[src/rtl/fcs_ctrl.sv]
// fcs_ctrl: frame sequencer that shares one CRC-16 FCS engine between the TX and RX paths.
// Build option: define FCS_CTRL_RXCHK_EN to include the receive check path.
module fcs_ctrl (
    input  logic        econet_clk,
    input  logic        reset,
    input  logic        abort,
    input  logic        tx_start,
    input  logic [7:0]  tx_data,
    input  logic        tx_valid,
    input  logic        tx_last,
    output logic        tx_ready,
    output logic        tx_done,
    output logic [7:0]  out_data,
    output logic        out_valid,
    input  logic        out_ready,
    input  logic        rx_start,
    input  logic [7:0]  rx_data,
    input  logic        rx_valid,
    input  logic        rx_end,
    output logic        rx_done,
    output logic        rx_good,
    output logic        rx_overrun,
    output logic        fcs_clr,
    output logic        fcs_en,
    output logic [7:0]  fcs_data,
    input  logic [15:0] fcs_val,
    output logic        busy
);

    // state     | meaning
    // IDLE      | no frame; arbitrate rx_start / tx_start / tx_pend
    // CLR       | fcs_clr high for one cycle
    // TX_DATA   | pass payload bytes to output and engine
    // TX_SYNC   | engine absorbs the last payload byte
    // TX_FCS_LO | load ~fcs_val[7:0] when the output slot frees
    // TX_FCS_HI | load ~fcs_val[15:8], pulse tx_done
    // RX_DATA   | feed received bytes until rx_end
    // RX_SYNC   | engine absorbs the last received byte
    // RX_CHECK  | compare residue, pulse rx_done
`ifdef FCS_CTRL_RXCHK_EN
    typedef enum logic [3:0] {
        IDLE, CLR, TX_DATA, TX_SYNC, TX_FCS_LO, TX_FCS_HI, RX_DATA, RX_SYNC, RX_CHECK
    } state_t;
    localparam logic [15:0] FCSGOOD = 16'hF0B8;
    logic rx_req;
    logic mode_rx, mode_rx_nxt;
    assign rx_req = rx_start;
`else
    typedef enum logic [3:0] {
        IDLE, CLR, TX_DATA, TX_SYNC, TX_FCS_LO, TX_FCS_HI
    } state_t;
    logic rx_req;
    logic unused_rx;
    assign rx_req    = 1'b0;
    assign unused_rx = ^{rx_start, rx_data, rx_valid, rx_end};
`endif

    state_t      state, state_nxt;
    logic        tx_pend, tx_pend_nxt;
    logic        slot_free;
    logic [7:0]  out_data_nxt, fcs_data_nxt;
    logic        out_valid_nxt, fcs_en_nxt, fcs_clr_nxt;
    logic        tx_done_nxt, rx_done_nxt, rx_good_nxt, rx_overrun_nxt;

    assign slot_free = !out_valid || out_ready;
    assign tx_ready  = (state == TX_DATA) && slot_free;
    assign busy      = (state != IDLE);

    always_ff @(posedge econet_clk or posedge reset) begin
        if (reset) state <= IDLE;
        else       state <= state_nxt;
    end

    always_comb begin
        state_nxt = state;
        if (abort && state != IDLE) begin
            state_nxt = IDLE;
        end else begin
            case (state)
                IDLE:      if (rx_req || tx_start || tx_pend) state_nxt = CLR;
                CLR: begin
`ifdef FCS_CTRL_RXCHK_EN
                    state_nxt = mode_rx ? RX_DATA : TX_DATA;
`else
                    state_nxt = TX_DATA;
`endif
                end
                TX_DATA:   if (tx_valid && tx_ready && tx_last) state_nxt = TX_SYNC;
                TX_SYNC:   state_nxt = TX_FCS_LO;
                TX_FCS_LO: if (slot_free) state_nxt = TX_FCS_HI;
                TX_FCS_HI: if (slot_free) state_nxt = IDLE;
`ifdef FCS_CTRL_RXCHK_EN
                RX_DATA:   if (rx_end) state_nxt = RX_SYNC;
                RX_SYNC:   state_nxt = RX_CHECK;
                RX_CHECK:  state_nxt = IDLE;
`endif
                default:   state_nxt = IDLE;
            endcase
        end
    end

    always_comb begin
        out_data_nxt   = out_data;
        out_valid_nxt  = out_valid && !out_ready;
        fcs_en_nxt     = 1'b0;
        fcs_data_nxt   = fcs_data;
        fcs_clr_nxt    = (state_nxt == CLR);
        tx_done_nxt    = 1'b0;
        rx_done_nxt    = 1'b0;
        rx_good_nxt    = rx_good;
        rx_overrun_nxt = 1'b0;
        tx_pend_nxt    = tx_pend;
`ifdef FCS_CTRL_RXCHK_EN
        mode_rx_nxt    = mode_rx;
`endif
        if (state != IDLE) begin
            if (tx_start) tx_pend_nxt = 1'b1;
            if (rx_req)   rx_overrun_nxt = 1'b1;
        end
        if (abort && state != IDLE) begin
            out_valid_nxt = 1'b0;
            tx_pend_nxt   = 1'b0;
        end else begin
            case (state)
                IDLE: begin
                    if (rx_req) begin
`ifdef FCS_CTRL_RXCHK_EN
                        mode_rx_nxt = 1'b1;
`endif
                        // a TX request losing arbitration is remembered
                        if (tx_start) tx_pend_nxt = 1'b1;
                    end else if (tx_start || tx_pend) begin
`ifdef FCS_CTRL_RXCHK_EN
                        mode_rx_nxt = 1'b0;
`endif
                        tx_pend_nxt = 1'b0;
                    end
                end
                TX_DATA: begin
                    if (tx_valid && tx_ready) begin
                        out_data_nxt  = tx_data;
                        out_valid_nxt = 1'b1;
                        fcs_en_nxt    = 1'b1;
                        fcs_data_nxt  = tx_data;
                    end
                end
                TX_FCS_LO: begin
                    if (slot_free) begin
                        out_data_nxt  = ~fcs_val[7:0];
                        out_valid_nxt = 1'b1;
                    end
                end
                TX_FCS_HI: begin
                    if (slot_free) begin
                        out_data_nxt  = ~fcs_val[15:8];
                        out_valid_nxt = 1'b1;
                        tx_done_nxt   = 1'b1;
                    end
                end
`ifdef FCS_CTRL_RXCHK_EN
                RX_DATA: begin
                    if (rx_valid) begin
                        fcs_en_nxt   = 1'b1;
                        fcs_data_nxt = rx_data;
                    end
                end
                RX_CHECK: begin
                    rx_good_nxt = (fcs_val == FCSGOOD);
                    rx_done_nxt = 1'b1;
                end
`endif
                default: ;
            endcase
        end
    end

    always_ff @(posedge econet_clk or posedge reset) begin
        if (reset) begin
            out_data   <= 8'h00;
            out_valid  <= 1'b0;
            fcs_en     <= 1'b0;
            fcs_data   <= 8'h00;
            fcs_clr    <= 1'b0;
            tx_done    <= 1'b0;
            rx_done    <= 1'b0;
            rx_good    <= 1'b0;
            rx_overrun <= 1'b0;
            tx_pend    <= 1'b0;
`ifdef FCS_CTRL_RXCHK_EN
            mode_rx    <= 1'b0;
`endif
        end else begin
            out_data   <= out_data_nxt;
            out_valid  <= out_valid_nxt;
            fcs_en     <= fcs_en_nxt;
            fcs_data   <= fcs_data_nxt;
            fcs_clr    <= fcs_clr_nxt;
            tx_done    <= tx_done_nxt;
            rx_done    <= rx_done_nxt;
            rx_good    <= rx_good_nxt;
            rx_overrun <= rx_overrun_nxt;
            tx_pend    <= tx_pend_nxt;
`ifdef FCS_CTRL_RXCHK_EN
            mode_rx    <= mode_rx_nxt;
`endif
        end
    end

endmodule

[config.mk]
export PLATFORM = sky130hd
export DESIGN_NAME = fcs_ctrl
export DESIGN_NICKNAME = d
export VERILOG_FILES = /design/src/rtl/fcs_ctrl.sv
export SDC_FILE = /design/constraint.sdc
export NUM_CORES = 1
export LEC_CHECK = 0
export BUFFER_PORTS_ARGS = -buffer_cell sky130_fd_sc_hd__buf_2
export CAP_MARGIN = 40
export CORE_ASPECT_RATIO = 1.25
export CORE_UTILIZATION = 44
export DETAILED_ROUTE_END_ITERATION = 10
export GPL_ROUTABILITY_DRIVEN = 0
export PLACE_DENSITY = 0.79
export SETUP_SLACK_MARGIN = 0.5
export SKIP_CTS_REPAIR_TIMING = 1
export SLEW_MARGIN = 25
export SYNTH_ARGS = -nofsm -noshare
export SYNTH_HDL_FRONTEND = slang
export SYNTH_SLANG_ARGS = --single-unit
[constraint.sdc]
create_clock -name econet_clk -period 2.7 [get_ports econet_clk]
set_input_delay 0.135 -clock econet_clk [delete_from_list [all_inputs] [get_ports econet_clk]]
set_output_delay 0.135 -clock econet_clk [all_outputs]
set_load 0.03 [all_outputs]
==> flow_metrics.env, run 1 <==
export IMPL_first_pass_iters=4
export IMPL_synth_warning_count=0
export IMPL_synth_edf_count=0
export IMPL_rows=21
export IMPL_min_period_over_period_pct=76.22
export IMPL_die_area_um2=3059
export IMPL_cts_buffer_depth=2
export IMPL_setup_tns_ns=0
export IMPL_io_pins=67
export IMPL_synthMuxAreaShare_pct=14.41
export IMPL_synth_top_cell_area_share_pct=50.05
export IMPL_syn_to_final_growth_pct=27.63
export IMPL_cp_required_ns=2.92
export IMPL_grt_pass1_vias=1047
export IMPL_place_ws_ns=0.3953
export IMPL_rsz0062_at_grt="false"
export IMPL_port_buffer_count=52
export IMPL_wire_per_inst_um=14.21
export IMPL_critPathMaxStageDelay_ns=0.58
export IMPL_placed_area_um2=1543
export IMPL_synth_most_common_cell="dfrtp_1"
export IMPL_overflow=0
export IMPL_die_x_um=49.67
export IMPL_routed_wl_um=2814
export IMPL_hold_viol=0
export IMPL_drtIter0Drc=16
export IMPL_numCtsBuffers=3
export IMPL_final_setup_viol_count=0
export IMPL_initial_core_util_pct=46.64
export IMPL_p_per_area_nw_per_um2=544.4
export IMPL_synth_seq_cells=25
export IMPL_cts_num_sinks=25
export IMPL_path_clk_slew_ns=0.14
export IMPL_synth_top_family_by_area="simple AND/OR/NAND/NOR gates"
export IMPL_yosys_top_cells_area="dfrtp_1, mux2_2, o221ai_1, nand2b_1, nand2_1"
export IMPL_worst_path_max_fanout=9
export IMPL_drive_gt1_share_pct=48.78
export IMPL_postRouteAntennaNets=0
export IMPL_cpMaxStageDelayCell="or4_4"
export IMPL_cts_tree="built"
export IMPL_grt_usage_pct=19.91
export IMPL_synth_simple_area_share_pct=20.22
export IMPL_grt_pass1_wl_um=4485
export IMPL_skew_ns=0.009857
export IMPL_leakage_nw=0.8303
export IMPL_fin_util_pct=59.52
export IMPL_cp_cell_sequence="or4_4 > and2_4 > nor4_4 > buf_4 > mux2_2"
export IMPL_arrival_ns=2.28
export IMPL_synth_fa_ha_area_share_pct=0
export IMPL_yosysSeqAreaShare_pct=50.05
export IMPL_synth_distinct_cells=32
export IMPL_ff2ff_setup_slack_ns=0.64
export IMPL_final_nets=207
export IMPL_yosysTopAreaCell="dfrtp_1"
export IMPL_setup_worst_path_class="reg -> reg"
export IMPL_critPathCaptureType="register"
export IMPL_fill_cells=235
export IMPL_outcome="finished, final reports clean"
export IMPL_syn_inst=110
export IMPL_antenna_found_initial=0
export IMPL_async_flop_share_pct=100.0
export IMPL_htreeDepth=1
export IMPL_synthTopCellsByCount="dfrtp_1, mux2_2, nand2_1"
export IMPL_slew_violations=0
export IMPL_grt_max_degree=20
export IMPL_peakVddDrop_mv=0.3631
export IMPL_post_synth_cell_area_avg_um2=11.36
export IMPL_antenna_cells=0
export IMPL_hold_class="in -> reg"
export IMPL_via_per_inst=5.227
export IMPL_cap_violations=0
export IMPL_dp_hpwl_um=2218
export IMPL_die_y_um=61.59
export IMPL_fin_ws_ns=0.6421
export IMPL_synthFlopType="dfrtp_1"
export IMPL_synth_xor_area_share_pct=0.7007
export IMPL_fmax_mhz=485.9
export IMPL_root_buffer="clkbuf_4"
export IMPL_dr_total_vias=1035
export IMPL_coreArea_um2=2680
export IMPL_period_needed_ns=2.058
export IMPL_start_kind="register"
export IMPL_drc=0
export IMPL_clock_latency_ns=0.32
export IMPL_synth_compound_area_share_pct=9.209
export IMPL_syn_area_um2=1250
export IMPL_final_area_um2=1595
[state kept, by name, summed over array words and instances, names as in the netlist]
signal and count:
out_data 8, fcs_data 8, tx_pend 1, fcs_en 1, out_valid 1, state 4, tx_done 1, fcs_clr 1
[where the power goes]
part	internal [mW]	switching [mW]	leakage [nW]	total, mW
logic	0.0963	0.160	0.481	0.256
clock network	0.0565	0.113	0.0139	0.170
registers	0.419	0.0234	0.335	0.443
total	0.572	0.296	0.830	0.869
[worst paths after layout]
kind / from / end / cells past startpoint
max reg2reg: state[1] / out_data[1] / 5
min in group asynchronous: reset / out_valid / 3
min: tx_data[0] / fcs_data[0] / 2
max: state[1] / out_data[1] / 5
min reg2reg: fcs_data[4] / fcs_data[4] / 1
max in group asynchronous: reset / fcs_data[2] / 4
[cell usage in the layout (no fill, tap or decap)]
master and n:
buf_2 52, dfrtp_1 25, mux2_2 16, nand2_1 10, nand2b_1 9, o221ai_1 8
nor2_1 6, conb_1 4, clkbuf_4 3, nor2b_1 2, inv_1 2, a31oi_1 2
nor3_1 2, nor4_1 2, buf_4 2, or4_4 1, and2_4 1, or2b_1 1
nand4bb_1 1, nor2_4 1, nand3_1 1, or3b_2 1, and2b_1 1, nor4_4 1
a2bb2oi_1 1, xnor2_1 1, and3_1 1, nor3b_1 1, o22ai_1 1, o311a_1 1
a211oi_1 1, clkinvlp_4 1, dlygate4sd3_1 1, buf_16 1
[worst max-delay path: cells and delay by family (launching register included)]
family	cells	cell delay [ns]
buffers and inverters	1	0.21
and+or+nand+nor	3	0.90
muxes	1	0.35
DFF	1	0.50
[kinds of logic after synthesis]
logic type	after synthesis
other	1
AOI/OAI and AO/OA	14
DFF	25
and+or+nand+nor	42
muxes	16
buffers and inverters	11
xor gates and xnor gates	1
[per-layer routing]
layer	vias up	share of wire, %	track usage [%]
met5	-	0	0
met1	487	42	24.41
met4	0	0.96	8.571
met3	4	6.4	3.704
met2	48	51	34.75
li1	496	-	-
[layout make-up]
cell class	count	area, um2	share of cell area [%]
clock buffers	3	22.52	1.412
inverters	2	7.507	0.4706
multi-input cells	77	576.8	36.16
repair buffers	56	312.8	19.61
flip-flops and latches	25	625.6	39.22
clock inverters	1	7.507	0.4706
well taps	34	42.54	2.667
[through the flow]
stage | hold slack [ns] | total power [mW] | cells
after CTS | -0.2262 | 0.8754 | 196
after global placement | 0.3759 | 0.6938 | 191
after global routing | 0.04189 | 0.9097 | 198
after floorplan | 0.1623 | 0.6196 | 113
after detailed placement | 0.1359 | 0.7065 | 192
final | 0.05216 | 0.8685 | 198
Note: power is estimated with default switching activity, not from simulation.
==> run 2: changes to the inputs <==
- clock period: 2.7 -> 2 ns (I/O delays scaled with it)
==> flow_metrics.env, run 2 (synthesis results as in run 1) <==
export IMPL_cts_tree="built"
export IMPL_initial_core_util_pct=46.64
export IMPL_seq_power_share_pct=49.4
export IMPL_place_ws_ns=-0.02711
export IMPL_htreeDepth=1
export IMPL_die_area_um2=3059
export IMPL_peakVddDrop_mv=0.5190
export IMPL_cts_buffer_depth=2
export IMPL_fin_util_pct=67.93
export IMPL_fmax_mhz=500.8
export IMPL_via_per_inst=5.388
export IMPL_layout_commonest_cell="buf_2"
export IMPL_hold_class="in -> reg"
export IMPL_outcome="finished, final reports clean"
export IMPL_overflow=0
export IMPL_rsz0062_at_grt="true"
export IMPL_fin_ws_ns=0.003020
export IMPL_start_kind="register"
export IMPL_grt_pass1_wl_um=4485
export IMPL_intPower_mw=0.8024
export IMPL_cap_violations=0
export IMPL_slew_violations=0
export IMPL_coreArea_um2=2680
export IMPL_drc=0
export IMPL_p_switching_mw=0.4119
export IMPL_cp_required_ns=2.21
export IMPL_routed_wl_um=3343
export IMPL_syn_to_final_growth_pct=45.65
export IMPL_first_pass_iters=4
export IMPL_postRouteAntennaNets=0
export IMPL_rows=21
export IMPL_clock_latency_ns=0.32
export IMPL_p_per_area_nw_per_um2=667.0
export IMPL_grt_usage_pct=19.85
export IMPL_final_nets=223
export IMPL_grt_max_degree=26
export IMPL_drtIter0Drc=31
export IMPL_pwr_share_comb_pct=32.1
export IMPL_antenna_found_initial=0
export IMPL_leakage_nw=0.9389
export IMPL_p_total_mw=1.214
export IMPL_grt_pass1_vias=998
export IMPL_dr_total_vias=1153
export IMPL_io_pins=67
export IMPL_dp_hpwl_um=2229
export IMPL_layout_common_cells="buf_2, dfrtp_1, buf_4"
export IMPL_die_y_um=61.59
export IMPL_root_buffer="clkbuf_4"
export IMPL_port_buffer_count=52
export IMPL_switching_share_pct=33.92
export IMPL_cts_num_sinks=25
export IMPL_setup_tns_ns=0
export IMPL_final_setup_viol_count=0
export IMPL_clkPwrFrac_pct=18.5
export IMPL_antenna_cells=0
export IMPL_worst_path_max_fanout=8
export IMPL_min_period_over_period_pct=99.85
export IMPL_skew_ns=0.01076
export IMPL_die_x_um=49.67
export IMPL_numCtsBuffers=3
export IMPL_critPathCaptureType="register"
export IMPL_period_needed_ns=1.997
export IMPL_setup_worst_path_class="reg -> reg"
export IMPL_drive_gt1_share_pct=55.56
export IMPL_hold_viol=0
export IMPL_top_regs="fcs_data (8), out_data (8), state (4)"
export IMPL_wire_per_inst_um=15.62
export IMPL_arrival_ns=2.21
export IMPL_path_clk_slew_ns=0.14
-- run 2: cell types whose count changed in the layout (fill, tap and decap cells not counted), moves of 6 or more --
| cell | change |
|---|---|
| buf_4 | +9 |
| mux2_4 | +9 |
| buf_6 | +6 |
| mux2_2 | -9 |
-- run 2: metal layers --
layer | up-vias | global-route usage, % | part of all wire [%]
li1 | 524 | - | -
met2 | 73 | 34.56 | 53
met4 | 0 | 6.122 | 0.96
met1 | 550 | 24.84 | 38
met5 | - | 0 | 0
met3 | 6 | 4.444 | 7.8
-- run 2: cell type report --
| class | instances | area (um2) |
|---|---|---|
| clock inverters | 1 | 5.005 |
| repair buffers | 72 | 465.4 |
| fillers | 228 | 859.6 |
| flip-flops and latches | 25 | 625.6 |
| well taps | 34 | 42.54 |
| inverters | 2 | 7.507 |
| multi-input cells | 77 | 651.9 |
| clock buffers | 3 | 22.52 |
-- run 2: final timing paths --
kind	depth (start not counted)	slack, ns	to	start
worst max-delay path	5	0.003	out_data[7]	state[1]
worst min-delay path	2	0.02	state[1]	abort
worst max register to register	5	0.003	out_data[7]	state[1]
worst min register to register	1	0.52	out_data[5]	out_data[5]
max in group asynchronous	4	1.40	out_data[4]	reset
min in group asynchronous	4	0.35	state[1]	reset
-- run 2: critical path, cell delays in order (launching register included) --
cell     delay (ns)
dfrtp_1        0.41
or4_4          0.54
and2_4         0.17
nor4_4         0.25
buf_6          0.18
mux2_2         0.34
-- run 2: stage by stage --
stage / instances / cell area, um2 / hold slack [ns]
floorplan: 113 / 1281 / 0.1273
global placement: 197 / 1590 / 0.1621
detailed placement: 197 / 1590 / 0.1648
CTS: 201 / 1618 / -0.1914
global route: 214 / 1821 / 0.0001464
finish: 214 / 1821 / 0.01533
-- run 2: power by group through the flow --
stage                     clock network [mW]  registers, mW  logic [mW]
final                                  0.225          0.600       0.389
after global routing                   0.252          0.607       0.416
after CTS                              0.226          0.598       0.349
after detailed placement                   0          0.608       0.349
after global placement                     0          0.602       0.342
after floorplan                            0          0.722       0.116
